### config.mk
export PLATFORM = sky130hd
export DESIGN_NAME = traffic_ctrl_timed
export DESIGN_NICKNAME = d
export VERILOG_FILES = /design/src/rtl/traffic_ctrl_timed.sv
export SDC_FILE = /design/constraint.sdc
export NUM_CORES = 1
export LEC_CHECK = 0
export ABC_AREA = 1
export CAP_MARGIN = 20
export CELL_PAD_IN_SITES_DETAIL_PLACEMENT = 0
export CELL_PAD_IN_SITES_GLOBAL_PLACEMENT = 1
export CORE_UTILIZATION = 34
export DETAILED_ROUTE_END_ITERATION = 7
export PLACE_DENSITY_LB_ADDON = 0.1
export SLEW_MARGIN = 20
export SYNTH_ARGS = -nofsm -noshare
export SYNTH_HDL_FRONTEND = slang
export SYNTH_SLANG_ARGS = --single-unit
export TNS_END_PERCENT = 10
### constraint.sdc
create_clock -name clk -period 4.39 [get_ports clk]
set_clock_uncertainty 0.2 [all_clocks]
set_input_delay 1.0975 -clock clk [delete_from_list [all_inputs] [get_ports clk]]
set_output_delay 1.0975 -clock clk [all_outputs]
set_load 0.1 [all_outputs]
### src/rtl/traffic_ctrl_timed.sv
// Highway/farm-road traffic light controller with internal dwell timing and all-red clearance.
// Define TRAFFIC_FLASH_EN to add the flash input and the flashing-yellow FLASH state.
module traffic_ctrl_timed #(
    parameter int SHORT_CYCLES  = 3,
    parameter int LONG_CYCLES   = 8,
    parameter int ALLRED_CYCLES = 2,
    parameter int CNT_W         = 4
) (
    input  logic       clk,
    input  logic       reset,
    input  logic       car,
`ifdef TRAFFIC_FLASH_EN
    input  logic       flash,
`endif
    output logic [2:0] state,
    output logic [2:0] Hlights,
    output logic [2:0] Flights,
    output logic       sto,
    output logic       lto
);

    // state | meaning
    // HG    | highway green, farm red
    // HY    | highway yellow, farm red
    // HR    | all red, clearing toward farm road
    // FG    | farm green, highway red
    // FY    | farm yellow, highway red
    // FR    | all red, clearing toward highway
    // FLASH | flashing highway yellow (TRAFFIC_FLASH_EN only)
    typedef enum logic [2:0] {
        HG    = 3'b000,
        HY    = 3'b001,
        FLASH = 3'b010,
        HR    = 3'b011,
        FY    = 3'b100,
        FR    = 3'b101,
        FG    = 3'b110
    } state_t;

    localparam logic [CNT_W-1:0] SHORT_M1  = CNT_W'(SHORT_CYCLES - 1);
    localparam logic [CNT_W-1:0] LONG_M1   = CNT_W'(LONG_CYCLES - 1);
    localparam logic [CNT_W-1:0] ALLRED_M1 = CNT_W'(ALLRED_CYCLES - 1);
    localparam logic [CNT_W-1:0] CNT_MAX   = '1;

    localparam logic [2:0] LAMP_RED    = 3'b100;
    localparam logic [2:0] LAMP_GREEN  = 3'b010;
    localparam logic [2:0] LAMP_YELLOW = 3'b001;
    localparam logic [2:0] LAMP_OFF    = 3'b000;

    // State register is plain logic so an illegal code can be held and decoded.
    logic [2:0]       state_q;
    logic [2:0]       state_d;
    logic [CNT_W-1:0] cnt_q;
    logic [CNT_W-1:0] cnt_d;
    logic             ar;
`ifdef TRAFFIC_FLASH_EN
    logic             phase_q;
    logic             phase_d;
`endif

    assign sto   = (cnt_q >= SHORT_M1);
    assign lto   = (cnt_q >= LONG_M1);
    assign ar    = (cnt_q >= ALLRED_M1);
    assign state = state_q;

    always_ff @(posedge clk or negedge reset) begin
        if (!reset) begin
            state_q <= HG;
            cnt_q   <= '0;
        end else begin
            state_q <= state_d;
            cnt_q   <= cnt_d;
        end
    end

`ifdef TRAFFIC_FLASH_EN
    always_ff @(posedge clk or negedge reset) begin
        if (!reset) begin
            phase_q <= 1'b0;
        end else begin
            phase_q <= phase_d;
        end
    end
`endif

    always_comb begin
        state_d = state_q;
        case (state_q)
            HG:      if (car && lto)          state_d = HY;
            HY:      if (sto)                 state_d = HR;
            HR:      if (ar)                  state_d = FG;
            FG:      if (lto || (sto && !car)) state_d = FY;
            FY:      if (sto)                 state_d = FR;
            FR:      if (ar)                  state_d = HG;
`ifdef TRAFFIC_FLASH_EN
            FLASH:   if (!flash)              state_d = FR;
`endif
            default:                          state_d = HG;
        endcase
`ifdef TRAFFIC_FLASH_EN
        if (flash && (state_q != FLASH)) begin
            state_d = FLASH;
        end
`endif
    end

    always_comb begin
        if (state_d != state_q) begin
            cnt_d = '0;
        end else if (cnt_q != CNT_MAX) begin
            cnt_d = cnt_q + 1'b1;
        end else begin
            cnt_d = cnt_q;
        end
`ifdef TRAFFIC_FLASH_EN
        phase_d = phase_q;
        if ((state_d == FLASH) && (state_q != FLASH)) begin
            phase_d = 1'b1;
        end else if ((state_d == FLASH) && (state_q == FLASH) && sto) begin
            // Each flash phase lasts SHORT_CYCLES clocks; restart the count on toggle.
            phase_d = ~phase_q;
            cnt_d   = '0;
        end
`endif
    end

    always_comb begin
        Hlights = LAMP_RED;
        Flights = LAMP_RED;
        case (state_q)
            HG:    Hlights = LAMP_GREEN;
            HY:    Hlights = LAMP_YELLOW;
            FG:    Flights = LAMP_GREEN;
            FY:    Flights = LAMP_YELLOW;
`ifdef TRAFFIC_FLASH_EN
            FLASH: begin
                Hlights = phase_q ? LAMP_YELLOW : LAMP_OFF;
                Flights = phase_q ? LAMP_RED    : LAMP_OFF;
            end
`endif
            default: begin
                Hlights = LAMP_RED;
                Flights = LAMP_RED;
            end
        endcase
    end

endmodule

==> summary.txt <==
Status
  • Status: complete, no violations

Finish
  • Fin cells: ~100
  • Most common cell after layout, fill and taps aside: nand2_1
  • Antenna Cells: 0
  • Fill cell count: 140
  • Area grow syn2layout: 32.0%
  • Nets@finish: 96
  • Ratio of cells with drive above 1 in the final layout: about a quarter
  • Util after Layout: 50.4%
  • Design Area, Final: 681 µm²
  • Most frequent cells in the layout: nand2_1, inv_1, nor2_1

CTS
  • Number of cells upsized or downsized after cts: 0
  • Max clock buf depth: 2
  • Clock-pin slew on the worst setup and hold paths: 0.05 ns
  • Cts bufs inserted: 3
  • Clock root buffer: clkbuf_4
  • Worst skew pair latency: 0.24 ns
  • Setup bufs post-CTS: 0
  • CTS tree: done
  • Cts hold-fix bufs: 0
  • H-tree depth: 1
  • Sink Count: 7

Routing
  • Via density: about 4.6
  • DRT iter0 DRCs: 5
  • Vias: around 480
  • Total Wirelength: about 1000 µm
  • Routed length per instance: 9.85 µm
  • DRC: 0
  • Initial DRT Pass Iterations: 3
  • Antenna viol nets, final: 0

Worst setup path
  • Crit start category: flip-flop
  • Crit end category: output pin
  • Setup Crit Path Kind: reg -> out
  • Critical Path RT: 3.09 ns
  • Arrival time worst endpoint: 2.14 ns
  • Cell family with most CP delay: buffers and inverters
  • CP max FO: 7
  • Crit-path cells: inv_2, nand2_1, nor2_2, clkdlybuf4s50_1
  • Critical Path Max Stage Delay: 1.13 ns
  • Worst path slowest cell: clkdlybuf4s50_1
  • Worst Path Buf+Inv: 2

Placed design
  • Buffers on Ports: 13
  • Placed cells: 99
  • Placer Congestion: between 0.6 and 0.7
  • Post-Place Cell Area: about 650 µm²
  • HPWL after DPL: 841 µm

STA
  • FMAX: 291 MHz
  • RSZ-0062 raised after global routing: false
  • Hold Vio Cnt, Final: 0
  • Crit share post-route: 78.4%
  • Max_slew headroom: between 30 and 40%
  • Post-route setup TNS: 0 ns
  • Worst-margin pin slew: about 0.96 ns
  • Setup violators final: 0
  • Max Slew Vio Count: 0
  • Crit path time final: 3.44 ns

Global route
  • All-Layer GR Usage: about 16%
  • Number of global-route vias before repair: 410
  • Congestion Overflow GR: 0
  • Largest net degree at the start of global routing: 8
  • Initial antenna violation count: 0
  • First-pass GRT wire length: around 1700 µm

Synthesis
  • Synth unique cells: 18
  • Top post-synthesis cells by area: dfrtp_1, nand2_1, ha_1
  • Synth Net Count: 78
  • Synth warn: 0
  • Avg Cell Area, Syn: 7.26 µm²
  • Synth Instances: 71
  • Area leader, netlist: dfrtp_1
  • Yosys reg bits: 7
  • Mapped cell area: 515 µm²
  • Register area share after synthesis: 34.0%
  • Synth top area share: 34.0%

Job
  • Number of max-cap violations: 0

Floorplan
  • Ports: 14
  • Floorplan Core Area: ~1400 µm²
  • Row cnt: 13
  • Initial core utilization: 38.2%
  • Die Area: 1680 µm²
  • Die Span X: 40.9 µm
  • Die Y: 40.9 µm

Worst hold path
  • HP Class: reg -> reg
==> worst reg2reg max path: stages (launching register included) <==
cell and delay [ns]:
dfrtp_1 0.39, inv_1 0.14, ha_1 0.16, nor2_1 0.04
nand2_1 0.18, nand2_1 0.07, a21oi_1 0.23, nand2_1 0.09
nand2_2 0.11, nor2_1 0.04
==> final timing paths <==
path	cells past startpoint	slack [ns]	start	endpoint
max	4	0.95	state[1]$_DFF_PN0_	Hlights[1]
min	2	0.40	cnt_q[2]$_DFFE_PN0P_	cnt_q[2]$_DFFE_PN0P_
max reg2reg	9	2.61	cnt_q[0]$_DFFE_PN0P_	cnt_q[2]$_DFFE_PN0P_
min reg2reg	2	0.40	cnt_q[2]$_DFFE_PN0P_	cnt_q[2]$_DFFE_PN0P_
max in group asynchronous	1	2.85	reset	state[1]$_DFF_PN0_
min in group asynchronous	1	0.91	reset	cnt_q[1]$_DFFE_PN0P_
==> per-stage QoR <==
step                hold slack [ns]  worst slack, ns
finish                        0.404            0.948
floorplan                     0.350            0.303
CTS                           0.402            0.938
global route                  0.469            0.873
detailed placement            0.391             1.21
global placement              0.400             1.24
==> Yosys cell counts <==
library cell	n
nor3_2	2
nand2_4	1
inv_1	10
nand3_1	1
nor2_2	1
nand2_1	15
inv_2	3
o21ai_0	4
a21oi_1	2
nand3_2	1
a31oi_1	1
nand4_1	2
nand2_2	4
nor2_1	11
ha_1	4
dfrtp_1	7
xor2_1	1
o311ai_0	1
==> sequential cells by signal, summed over array words and instances (netlist names) <==
signal and flops:
state 3, cnt_q 4
==> final cells by class <==
cell class                      count  area [µm²]  share of cell area [%]
Clock buffer                        4        26.3                    3.86
Inverter                           13        48.8                    7.17
Multi-Input combinational cell     51         294                    43.2
Sequential cell                     7         175                    25.7
Tap cell                           15        18.8                    2.76
Timing Repair Buffer               13         118                    17.3
==> logic make-up (layout without fill, tap and decap cells) <==
family	count (synthesis)	after routing	synth area share (%)
xor+xnor	1	1	1.70
simple gates	38	38	36.4
buf+inv	13	30	9.47
flops	7	7	34.0
fa+ha+maj	4	4	9.71
compound gates	8	8	8.74
==> per-layer routing <==
metal	GRT usage [%]	share of wire (%)
met5	0	0
met4	9.17	0
met3	3.80	3.0
met2	18.4	41
met1	25.0	55
Power is not shown: default switching activity piles up to over one toggle a cycle in this logic, so the estimate is an artifact.
